## src/rtl/cpu_pkg.sv

```systemverilog
// Shared definitions for the tiny CPU control path: opcodes, ALU (mode, select)
// encodings, FSM state encoding and jump-condition kinds.
// No ports; imported by ctrl_decode and ctrl_unit.
package cpu_pkg;

   // Opcodes (instr[7:4])
   localparam logic [3:0] OP_ADD = 4'h0;
   localparam logic [3:0] OP_SUB = 4'h1;
   localparam logic [3:0] OP_AND = 4'h2;
   localparam logic [3:0] OP_NOT = 4'h3;
   localparam logic [3:0] OP_MOV = 4'h4;
   localparam logic [3:0] OP_JMP = 4'h5;
   localparam logic [3:0] OP_JC  = 4'h6;
   localparam logic [3:0] OP_JZ  = 4'h7;
   localparam logic [3:0] OP_NOP = 4'hF;

   // ALU mode: 1 = arithmetic/logic on (rd, rs), 0 = pass-through of rs
   localparam logic       ALU_M_OP   = 1'b1;
   localparam logic       ALU_M_PASS = 1'b0;

   // ALU select codes
   localparam logic [3:0] ALU_S_ADD  = 4'b1001;
   localparam logic [3:0] ALU_S_SUB  = 4'b0110;
   localparam logic [3:0] ALU_S_AND  = 4'b1011;
   localparam logic [3:0] ALU_S_NOT  = 4'b0101;
   localparam logic [3:0] ALU_S_PASS = 4'b1100;
   localparam logic [3:0] ALU_S_IDLE = 4'b0000;

   typedef enum logic [1:0] {
      ST_FETCH  = 2'd0,
      ST_DECODE = 2'd1,
      ST_EXEC   = 2'd2,
      ST_WB     = 2'd3
   } state_e;

   typedef enum logic [1:0] {
      JC_NEVER  = 2'd0,
      JC_ALWAYS = 2'd1,
      JC_CARRY  = 2'd2,
      JC_ZERO   = 2'd3
   } jump_cond_e;

endpackage

```

## src/rtl/ctrl_decode.sv

```systemverilog
// Combinational opcode decoder: opcode -> ALU controls and instruction class.
// Ports: opcode_i in; alu_m_o/alu_s_o ALU controls; writes_reg_o, sets_flags_o,
//        is_jump_o, jump_cond_o, illegal_o instruction class outputs.
module ctrl_decode
   import cpu_pkg::*;
(
   input  logic [3:0] opcode_i,
   output logic       alu_m_o,
   output logic [3:0] alu_s_o,
   output logic       writes_reg_o,
   output logic       sets_flags_o,
   output logic       is_jump_o,
   output jump_cond_e jump_cond_o,
   output logic       illegal_o
);

   always_comb begin
      alu_m_o      = ALU_M_PASS;
      alu_s_o      = ALU_S_IDLE;
      writes_reg_o = 1'b0;
      sets_flags_o = 1'b0;
      is_jump_o    = 1'b0;
      jump_cond_o  = JC_NEVER;
      illegal_o    = 1'b0;
      case (opcode_i)
         OP_ADD: begin
            alu_m_o = ALU_M_OP; alu_s_o = ALU_S_ADD;
            writes_reg_o = 1'b1; sets_flags_o = 1'b1;
         end
         OP_SUB: begin
            alu_m_o = ALU_M_OP; alu_s_o = ALU_S_SUB;
            writes_reg_o = 1'b1; sets_flags_o = 1'b1;
         end
         OP_AND: begin
            alu_m_o = ALU_M_OP; alu_s_o = ALU_S_AND; writes_reg_o = 1'b1;
         end
         OP_NOT: begin
            alu_m_o = ALU_M_OP; alu_s_o = ALU_S_NOT; writes_reg_o = 1'b1;
         end
         OP_MOV: begin
            alu_s_o = ALU_S_PASS; writes_reg_o = 1'b1;
         end
         // Jumps route rs through the ALU so the target appears on its result
         OP_JMP: begin
            alu_s_o = ALU_S_PASS; is_jump_o = 1'b1; jump_cond_o = JC_ALWAYS;
         end
         OP_JC: begin
            alu_s_o = ALU_S_PASS; is_jump_o = 1'b1; jump_cond_o = JC_CARRY;
         end
         OP_JZ: begin
            alu_s_o = ALU_S_PASS; is_jump_o = 1'b1; jump_cond_o = JC_ZERO;
         end
         OP_NOP: ;
         default: illegal_o = 1'b1;  // 1000-1110: run as NOP, flag it
      endcase
   end

endmodule

```

## src/rtl/ctrl_unit.sv

```systemverilog
// Control unit: FETCH->DECODE->EXEC->WB sequencer with IR, carry/zero flags and
// sticky illegal-opcode flag. Ports: clk/rst; instr/instr_valid/instr_ready
// handshake; alu_cf/alu_zf in; ALU, register-file, PC and status outputs.
module ctrl_unit
   import cpu_pkg::*;
(
   input  logic       clk,
   input  logic       rst,
   input  logic [7:0] instr,
   input  logic       instr_valid,
   output logic       instr_ready,
   input  logic       alu_cf,
   input  logic       alu_zf,
   output logic       alu_m,
   output logic [3:0] alu_s,
   output logic [1:0] a_sel,
   output logic [1:0] b_sel,
   output logic [1:0] wr_sel,
   output logic       reg_we,
   output logic       pc_inc,
   output logic       pc_load,
   output logic       cf_q,
   output logic       zf_q,
   output logic       illegal
);

   state_e     state_q, state_d;
   logic [7:0] ir_q, ir_d;
   logic       cf_d, zf_d;
   logic       illegal_q, illegal_d;

   logic       dec_alu_m;
   logic [3:0] dec_alu_s;
   logic       dec_writes_reg, dec_sets_flags, dec_is_jump, dec_illegal;
   jump_cond_e dec_jump_cond;
   logic       jump_taken;

   ctrl_decode u_decode (
      .opcode_i     (ir_q[7:4]),
      .alu_m_o      (dec_alu_m),
      .alu_s_o      (dec_alu_s),
      .writes_reg_o (dec_writes_reg),
      .sets_flags_o (dec_sets_flags),
      .is_jump_o    (dec_is_jump),
      .jump_cond_o  (dec_jump_cond),
      .illegal_o    (dec_illegal)
   );

   // Condition is evaluated on the stored flags, so a jump right after
   // ADD/SUB sees the flags that instruction captured at the end of EXEC.
   always_comb begin
      case (dec_jump_cond)
         JC_ALWAYS: jump_taken = 1'b1;
         JC_CARRY:  jump_taken = cf_q;
         JC_ZERO:   jump_taken = zf_q;
         default:   jump_taken = 1'b0;
      endcase
   end

   always_comb begin
      state_d     = state_q;
      ir_d        = ir_q;
      cf_d        = cf_q;
      zf_d        = zf_q;
      illegal_d   = illegal_q;
      instr_ready = 1'b0;
      pc_inc      = 1'b0;
      alu_m       = ALU_M_PASS;
      alu_s       = ALU_S_IDLE;
      a_sel       = 2'b00;
      b_sel       = 2'b00;
      wr_sel      = 2'b00;
      reg_we      = 1'b0;
      pc_load     = 1'b0;

      if (state_q != ST_FETCH) begin
         alu_m  = dec_alu_m;
         alu_s  = dec_alu_s;
         a_sel  = ir_q[1:0];
         b_sel  = ir_q[3:2];
         wr_sel = ir_q[3:2];
      end

      case (state_q)
         ST_FETCH: begin
            // rst gating keeps the handshake quiet while reset is held
            instr_ready = ~rst;
            if (instr_valid && !rst) begin
               ir_d    = instr;
               pc_inc  = 1'b1;
               state_d = ST_DECODE;
            end
         end
         ST_DECODE: begin
            if (dec_illegal) illegal_d = 1'b1;
            state_d = ST_EXEC;
         end
         ST_EXEC: begin
            if (dec_sets_flags) begin
               cf_d = alu_cf;
               zf_d = alu_zf;
            end
            state_d = ST_WB;
         end
         ST_WB: begin
            reg_we  = dec_writes_reg;
            pc_load = dec_is_jump & jump_taken;
            state_d = ST_FETCH;
         end
         default: state_d = ST_FETCH;
      endcase
   end

   always_ff @(posedge clk or posedge rst) begin
      if (rst) begin
         state_q   <= ST_FETCH;
         ir_q      <= 8'h00;
         cf_q      <= 1'b0;
         zf_q      <= 1'b0;
         illegal_q <= 1'b0;
      end else begin
         state_q   <= state_d;
         ir_q      <= ir_d;
         cf_q      <= cf_d;
         zf_q      <= zf_d;
         illegal_q <= illegal_d;
      end
   end

   assign illegal = illegal_q;

endmodule

```

## config.mk

```make
export PLATFORM = sky130hd
export DESIGN_NAME = ctrl_unit
export DESIGN_NICKNAME = d
export VERILOG_FILES = /design/src/rtl/cpu_pkg.sv /design/src/rtl/ctrl_decode.sv /design/src/rtl/ctrl_unit.sv
export SDC_FILE = /design/constraint.sdc
export NUM_CORES = 1
export LEC_CHECK = 0
export CORE_MARGIN = 8
export CORE_UTILIZATION = 45
export CTS_BUF_LIST = sky130_fd_sc_hd__clkbuf_4 sky130_fd_sc_hd__clkbuf_8
export DETAILED_ROUTE_END_ITERATION = 16
export PLACE_DENSITY = 0.84
export SKIP_CTS_REPAIR_TIMING = 1
export SLEW_MARGIN = 20
export SYNTH_ARGS = -nofsm -noshare
export SYNTH_HDL_FRONTEND = slang
export SYNTH_SLANG_ARGS = --single-unit
```

## constraint.sdc

```tcl
create_clock -name clk -period 2.85 [get_ports clk]
set_clock_uncertainty 0.2 [all_clocks]
set_input_delay 0.57 -clock clk [delete_from_list [all_inputs] [get_ports clk]]
set_output_delay 0.57 -clock clk [all_outputs]
set_load 0.02 [all_outputs]
```

==> results.cfg, run 1 <==
[power]
power.internal_uw = 738
power_density_nw_per_um2 = 1170
swShare_pct = 42.2
power_frac_seq_pct = 30.7
p_clk_share_pct = 9.3
power.leakage_uw = 0.000506
netSwitchingPower_uw = 539
ir_drop_mv = 0.875
combPwrFrac_pct = 60.1

[setup_path]
critPathMaxStageDelay_ns = 0.61
end_kind = output port
cp_max_fo = 6
cpMaxStageDelayCell = clkdlybuf4s50_1
cp_data_required_time_ns = 2.08
r2r_start = state_q[0]$_DFFE_PP0P_
criticalPathCategory = reg -> out
crit_path_start_kind = flip-flop
crit_buf_inv = 3
cpMostUsedCell = inv_1
crit_path_start = state_q[0]$_DFFE_PP0P_
crit_chain = inv_1 -> ha_2 -> and2b_2 -> nand2_2 -> inv_1 -> clkdlybuf4s50_1
cp.arrival_ns = 1.94
path_delay_family = buffers and inverters

[synth]
synthCells = 66
seq_area_frac_synth_pct = 44.0
ys.flop_type = dfrtp_1
yosysWarnings = 0
synth_edf_count = 0
synth_nets = 83
syn_area_per_cell_um2 = 11.2
synth_area_um2 = 739
ys_ff_latch = 13
synthArstFlopShare_pct = 100
netlist-cell-type-count = 25

[route]
postRouteAntennaNets = 0
routed_wl_mm = 1.64
firstDrtPassIters = 2
routedWlPerCell_um = 14.4
post_drt_via_cell_ratio = 4.98
initialDrtViolationCount = 4
detailroute.via_count = 568
drc = 0

[worst_hold_path]
hold_path.class = reg -> reg
hold_path.startpoint = illegal$_DFFE_PP0P_

[sta]
rsz0062_at_grt = no
setup_viol = 0
hold_violations = 0
fmax_mhz = 369
tightest_slew_ns = 0.327
totalNegativeSetupSlack_ns = 0
whs_ns = 0.297
relSlewSlack_pct = 78.2
slew_violations = 0
layout_min_cycle_time_ns = 2.71
fin_ws_ns = 0.138
min_period_over_period_pct = 95.2

[floorplan]
core_area_um2 = 1520
fp.dieArea_um2 = 3200
dieHeight_um = 56.5
pin_count = 31
start_util_pct = 48.5
die_x_um = 56.5
rows = 14

[clocking]
clock_sinks = 13
clk_latency_ns = 0.28
clk_path_buf_depth = 2
cts_tree = built
cts_buffers = 3
clk_pin_slew_worst_paths_ns = 0.08
root_buffer = clkbuf_4
htree_levels = 1

[cells_and_area]
design_area_um2 = 1090
fill_cells = 110
final_cell_mix = clkdlybuf4s50_1, dfrtp_1, mux2_2, inv_1, nor2b_1
layout_commonest_cell = clkdlybuf4s50_1
syn_to_final_growth_pct = 47.0
nets = 116
finish.utilization_pct = 71.3
n_antenna_cell = 0
layout-drive-gt1-share_pct = 25.5

[global_route]
grt_pass1_wl_mm = 2.86
grt_max_degree = 15
grt_pass1_vias = 638
grtUsageTotal_pct = 11.1
grt_overflow = 0
antenna_found_initial = 0

[placement]
placed_cell_area_um2 = 1050
port_buffers = 30
dp_hpwl_mm = 1.31
gp_congestion = 0.766
pre_cts_slack_ns = 0.151

[run]
drv_cap = 0

[status]
status = finished clean
cells by family after synthesis:
logic type               count (synthesis)  synth area share, %
AO/OA/AOI/OAI                            9                 8.12
XOR/XNOR                                 1                 1.18
adder cells (fa/ha/maj)                  4                 6.77
buffers and inverters                   12                 8.29
flip-flops                              13                 44.0
multiplexers                            11                 16.8
AND/OR/NAND/NOR                         16                 14.9
layer usage:
layer  up-vias  wire (µm)  part of all wire (%)  GRT usage (%)
met5         -          0                     0              0
met1       268        601                    37           10.8
met4         0         11                  0.67           2.06
met3         3        179                    11           8.31
met2        17        847                    52           18.5
li1        280          -                     -              -
path summary, 6_finish.rpt:
check | end | slack (ns) | cells after the start
worst max-delay path | pc_inc | 0.14 | 6
worst min-delay path | illegal$_DFFE_PP0P_ | 0.30 | 1
worst max register to register | state_q[1]$_DFFE_PP0P_ | 1.04 | 5
worst min register to register | illegal$_DFFE_PP0P_ | 0.30 | 1
max in group asynchronous | cf_q$_DFFE_PP0P_ | 1.86 | 3
min in group asynchronous | ir_q[7]$_DFFE_PP0P_ | 0.43 | 3
through the flow:
stage               std cells  total power (µW)
finish                    114              1280
global route              114              1370
floorplan                  66               854
detailed placement        110              1160
CTS                       114              1290
global placement          110              1140
worst register-to-register path: stages, from the launching register on:
cell	delay, ns
dfrtp_1	0.42
inv_1	0.09
ha_2	0.25
buf_4	0.16
a21boi_0	0.22
mux2_2	0.36
cell usage after synthesis, types with 2 or more instances:
cell type  instances  area share (%)
a21boi_0           2             2.0
a21oi_1            3             2.0
buf_4              2             2.0
dfrtp_1           13              44
ha_1               4             6.8
inv_1              7             3.6
mux2_2            11              17
nor2_1             3             1.5
nor2b_1            4             3.4
nor3_1             2             1.4
registers in the layout, indices dropped and copies added (netlist names):
register  flops
ir_q          8
state_q       2
cf_q          1
illegal       1
zf_q          1
area by class of cell:
cell class	count	area, µm²	area share, %
sequential	13	325	29.9
timing repair buffer	33	328	30.1
multi-input combinational	41	360	33.1
clock inverter	1	5.00	0.460
inverter	7	26.3	2.42
tap	16	20.0	1.84
clock buffer	3	22.5	2.07
power groups by stage:
stage / clock network [µW] / logic [µW] / registers (µW)
CTS: 122 / 777 / 388
floorplan: 0 / 490 / 364
global route: 127 / 832 / 407
global placement: 0 / 756 / 384
detailed placement: 0 / 771 / 393
finish: 118 / 767 / 391
Power figures use the tool's default switching activity.
==> inputs of run 2 (changes only) <==
Settings changed: HOLD_SLACK_MARGIN set to 0.02, PLACE_DENSITY 0.84 to 0.81, SYNTH_HIERARCHICAL set to 1.
==> run 2 against run 1 <==
Compared with the run above: first-iteration DRC count did not move; flip-flop and latch count did not move; final area rose by 8.7%; core utilization fell by 2.9 points; worst hold slack got worse by 0.011 ns; worst setup slack got worse by 0.0016 ns; combinational power rose by 15%; maximum frequency barely moved; power rose by 9.0%; critical endpoint unchanged.
==> results.cfg, run 2 <==
[setup_path]
rr_endpoint = ir_q[5]$_DFFE_PP0P_
cpMaxStageDelayCell = clkdlybuf4s50_1
cp_max_fo = 6
path_delay_family = buffers and inverters
end_kind = output port
r2r_start = state_q[0]$_DFFE_PP0P_
crit_buf_inv = 3
reg2regPathDepth = 6
cpMostUsedCell = inv_1
crit_chain = inv_1 -> ha_2 -> nor2b_4 -> nand2_4 -> inv_1 -> clkdlybuf4s50_1
cp_data_required_time_ns = 2.08
regToRegSetupSlack_ns = 1.03
cp.arrival_ns = 1.94
crit_path_start_kind = flip-flop
critPathMaxStageDelay_ns = 0.60
criticalPathCategory = reg -> out

[synth]
synth_edf_count = 0
synthArstFlopShare_pct = 100
yosysWarnings = 6
syn_area_per_cell_um2 = 10.8
synth_nets = 95
synthCells = 77
yosys.area.top_type = dfrtp_1
synth_common_cells = dfrtp_1, nor2b_1, inv_1, mux2_4
synth_area_um2 = 832
ys.flop_type = dfrtp_1
seq_area_frac_synth_pct = 39.1
yosysMostFrequentCell = dfrtp_1
netlist-cell-type-count = 28
synth_area_leaders = dfrtp_1, mux2_4, ha_1, nor2b_1, mux2_2
ys_ff_latch = 13
synth_top_area_share_pct = 39.1

[sta]
slew_violations = 0
fmax_mhz = 368
fin_ws_ns = 0.136
layout_min_cycle_time_ns = 2.71
tightest_slew_ns = 0.501
totalNegativeSetupSlack_ns = 0
rsz0062_at_grt = no
relSlewSlack_pct = 66.5
min_period_over_period_pct = 95.2
setup_viol = 0
hold_violations = 0

[run]
drv_cap = 0

[cells_and_area]
regMostFlops = ir_q
top_regs = ir_q x8, state_q x2
largest_reg_flops = 8
final_cell_mix = clkdlybuf4s50_1, dfrtp_1, nor2b_1, inv_1, mux2_4
n_antenna_cell = 0
layout-drive-gt1-share_pct = 23.9
nets = 128
layout_commonest_cell = clkdlybuf4s50_1
syn_to_final_growth_pct = 42.1

[power]
combPwrFrac_pct = 63.3
ir_drop_mv = 0.636
power_density_nw_per_um2 = 1180
power_frac_seq_pct = 27.7
netSwitchingPower_uw = 566
power.internal_uw = 826
p_clk_share_pct = 8.9
power.leakage_uw = 0.000548
swShare_pct = 40.7

[global_route]
grt_overflow = 0
grt_pass1_vias = 615
grt_max_degree = 14
antenna_found_initial = 0
met3_usage_pct = 4.77
use_met2_pct = 15.4
grtUsageTotal_pct = 10.3
grt_busiest_layer = met2
met1_usage_pct = 12.4
grt_pass1_wl_mm = 2.75

[clocking]
cts_buffers = 3
clk_path_buf_depth = 2
clock_sinks = 13
cts_tree = built
clk_latency_ns = 0.27
clk_pin_slew_worst_paths_ns = 0.08
htree_levels = 1
root_buffer = clkbuf_4

[placement]
pre_cts_slack_ns = 0.132
dp_hpwl_mm = 1.39
gp_congestion = 0.760
port_buffers = 30

[floorplan]
die_x_um = 59
start_util_pct = 48.2
core_area_um2 = 1730
pin_count = 31
dieHeight_um = 59
fp.dieArea_um2 = 3480
rows = 15

[worst_hold_path]
hold_path.class = reg -> reg
min_to = illegal$_DFFE_PP0P_
hold_path.startpoint = illegal$_DFFE_PP0P_
hold_depth = 1

[status]
status = finished clean

[route]
detailroute.via_count = 622
routedWlPerCell_um = 12.6
post_drt_via_cell_ratio = 4.64
routed_wl_mm = 1.69
firstDrtPassIters = 3
initialDrtViolationCount = 4
postRouteAntennaNets = 0
drc = 0
run 2: cell types whose count changed after synthesis, moves of 2 or more:
cell,delta
mux2_2,-8
a21boi_0,-2
nor2_1,+2
nor2b_1,+5
mux2_4,+8
run 2: worst max path at each step:
stage | from | endpoint | slack (ns) | cells past startpoint
global placement | rst | pc_inc | 0.15 | 5
global route | ir_q[6]$_DFFE_PP0P_ | pc_load | 0.003 | 5
detailed placement | rst | pc_inc | 0.13 | 5
CTS | ir_q[6]$_DFFE_PP0P_ | pc_load | 0.05 | 6
finish | state_q[0]$_DFFE_PP0P_ | pc_inc | 0.14 | 6
floorplan | state_q[0]$_DFFE_PP0P_ | wr_sel[0] | 0.71 | 5
run 2: power groups by stage:
| stage | clock, µW | sequential (µW) | combinational [µW] |
|---|---|---|---|
| 2_1_floorplan | 0 | 374 | 581 |
| 3_5_place_dp | 0 | 384 | 889 |
| 5_1_grt | 129 | 404 | 957 |
| 3_3_place_gp | 0 | 382 | 869 |
| 4_1_cts | 125 | 382 | 891 |
| 6_report | 124 | 386 | 882 |
run 2: stage by stage:
| stage | utilization (%) | instances | power (µW) | hold WS (ns) | instance area [µm²] |
|---|---|---|---|---|---|
| 3_5_place_dp | 66.4 | 130 | 1270 | 0.263 | 1150 |
| 3_3_place_gp | 66.4 | 130 | 1250 | 0.252 | 1150 |
| 6_report | 68.5 | 134 | 1390 | 0.285 | 1180 |
| 5_1_grt | 68.5 | 134 | 1490 | 0.288 | 1180 |
| 2_1_floorplan | - | 77 | 955 | 0.247 | 832 |
| 4_1_cts | 68.2 | 134 | 1400 | 0.281 | 1180 |
run 2: cell families after synthesis:
group,synth area share (%)
buffers and inverters,7.82
xor gates and xnor gates,1.05
and+or+nand+nor,18.5
adders and majority gates,7.52
AOI/OAI and AO/OA,6.32
muxes,19.7
DFF,39.1
run 2: final cells by class:
type	count	area [µm²]
Clock buffer	4	30.0
Fill cell	151	544
Inverter	9	33.8
Multi-Input combinational cell	51	444
Sequential cell	13	328
Tap cell	25	31.3
Timing Repair Buffer	32	315
run 2: worst register-to-register path, cell delays in order, from the launching register on:
cell     delay, ns
dfrtp_1       0.41
inv_1         0.13
ha_2          0.25
nor2b_4       0.19
nand2_4       0.06
buf_4         0.18
mux2_4        0.30
run 2: layer usage:
layer	part of all wire [%]	up-vias
met5	0	-
met3	8.3	2
met1	43	288
li1	-	313
met4	0.65	0
met2	48	19
==> inputs of run 3 (changes only) <==
Clock period 2.85 ns to 3.4 ns, I/O delays scaled along.
==> run 3 against run 2 <==
Compared with the run above: combinational power is 18% lower; worst hold slack worse by 0.0058 ns; non-clock buffer count is 2 lower; register-to-register slack better by 0.39 ns; power is 18% lower; critical path depth stayed put; final area is 1.7% lower; largest cell class unchanged; cell count is 1.5% lower.
==> results.cfg, run 3 (synthesis results as in run 2) <==
[floorplan]
core_area_um2 = 1730
pin_count = 31
rows = 15
fp.dieArea_um2 = 3480
die_x_um = 59
start_util_pct = 48.2
dieHeight_um = 59

[route]
detailroute.via_count = 622
post_drt_via_cell_ratio = 4.71
routed_wl_mm = 1.67
initialDrtViolationCount = 6
postRouteAntennaNets = 0
firstDrtPassIters = 4
routedWlPerCell_um = 12.6
drc = 0

[sta]
slew_violations = 0
rsz0062_at_grt = no
totalNegativeSetupSlack_ns = 0
whs_ns = 0.280
min_period_over_period_pct = 93.1
hold_violations = 0
tightest_slew_ns = 0.479
setup_viol = 0
layout_min_cycle_time_ns = 3.16
fmax_mhz = 316
relSlewSlack_pct = 68.1

[status]
status = finished clean

[placement]
gp_congestion = 0.751
place_inst = 128
dp_hpwl_mm = 1.36
port_buffers = 30

[setup_path]
cpMaxStageDelayCell = clkdlybuf4s50_1
criticalPathCategory = reg -> out
end_kind = output port
cp_data_required_time_ns = 2.52
path_delay_family = buffers and inverters
crit_buf_inv = 3
cpMostUsedCell = inv_1
cp_max_fo = 11
critPathMaxStageDelay_ns = 0.59
crit_chain = inv_1 -> ha_1 -> nor2b_4 -> nand2_4 -> inv_1 -> clkdlybuf4s50_1
crit_path_start_kind = flip-flop
cp.arrival_ns = 2.28

[clocking]
cts_buffers = 3
clk_path_buf_depth = 2
root_buffer = clkbuf_4
htree_levels = 1
cts_tree = built
clk_pin_slew_worst_paths_ns = 0.07
clk_latency_ns = 0.27
clock_sinks = 13

[global_route]
met1_usage_pct = 11.2
grt_max_degree = 14
grt_busiest_layer = met2
met3_usage_pct = 4.34
grt_overflow = 0
grtUsageTotal_pct = 10.1
use_met2_pct = 17.4
grt_pass1_wl_mm = 2.79
antenna_found_initial = 0
grt_pass1_vias = 647

[cells_and_area]
nets = 126
regMostFlops = ir_q
finish.utilization_pct = 67.3
final_cells = 132
syn_to_final_growth_pct = 39.7
top_regs = ir_q x8, state_q x2
n_antenna_cell = 0
largest_reg_flops = 8
layout_commonest_cell = clkdlybuf4s50_1
final_cell_mix = clkdlybuf4s50_1, dfrtp_1, nor2b_1, inv_1, mux2_4
layout-drive-gt1-share_pct = 19.6

[power]
power.leakage_uw = 0.000543
ir_drop_mv = 0.559
power_density_nw_per_um2 = 987

[worst_hold_path]
hold_path.class = reg -> reg

[run]
drv_cap = 0
## run 3: area by class of cell
cell class / count / area (µm²)
clock buffers: 4 / 30.0
flip-flops and latches: 13 / 325
repair buffers: 30 / 300
well taps: 25 / 31.3
fillers: 145 / 564
multi-input cells: 51 / 442
inverters: 9 / 33.8
## run 3: report_power, final
group          switching [µW]  leakage, µW  internal [µW]
clock                    46.8    0.0000184           53.4
sequential               89.3     0.000152            232
combinational             334     0.000373            392
total                     470     0.000543            678
## run 3: worst paths after layout
check                                       to              startpoint  slack, ns  cells past startpoint
max                                     pc_inc  state_q[0]$_DFFE_PP0P_       0.24                      6
min                        illegal$_DFFE_PP0P_     illegal$_DFFE_PP0P_       0.28                      1
max reg2reg                ir_q[3]$_DFFE_PP0P_  state_q[0]$_DFFE_PP0P_       1.42                      5
max in group asynchronous  illegal$_DFFE_PP0P_                     rst       2.02                      2
min in group asynchronous  ir_q[0]$_DFFE_PP0P_                     rst       0.66                      2
min reg2reg                illegal$_DFFE_PP0P_     illegal$_DFFE_PP0P_       0.28                      1
## run 3: stage by stage
| step | instance area, µm² | total power [µW] | setup slack, ns |
|---|---|---|---|
| after floorplan | 832 | 800 | 1.15 |
| after global placement | 1130 | 1040 | 0.388 |
| after detailed placement | 1130 | 1060 | 0.366 |
| after CTS | 1160 | 1160 | 0.196 |
| after global routing | 1160 | 1230 | 0.103 |
| final | 1160 | 1150 | 0.236 |
## run 3: layer usage
layer | vias to the layer above | share of wire (%)
met3 | 0 | 7.7
met5 | - | 0
met4 | 0 | 0
li1 | 310 | -
met2 | 19 | 50
met1 | 293 | 43
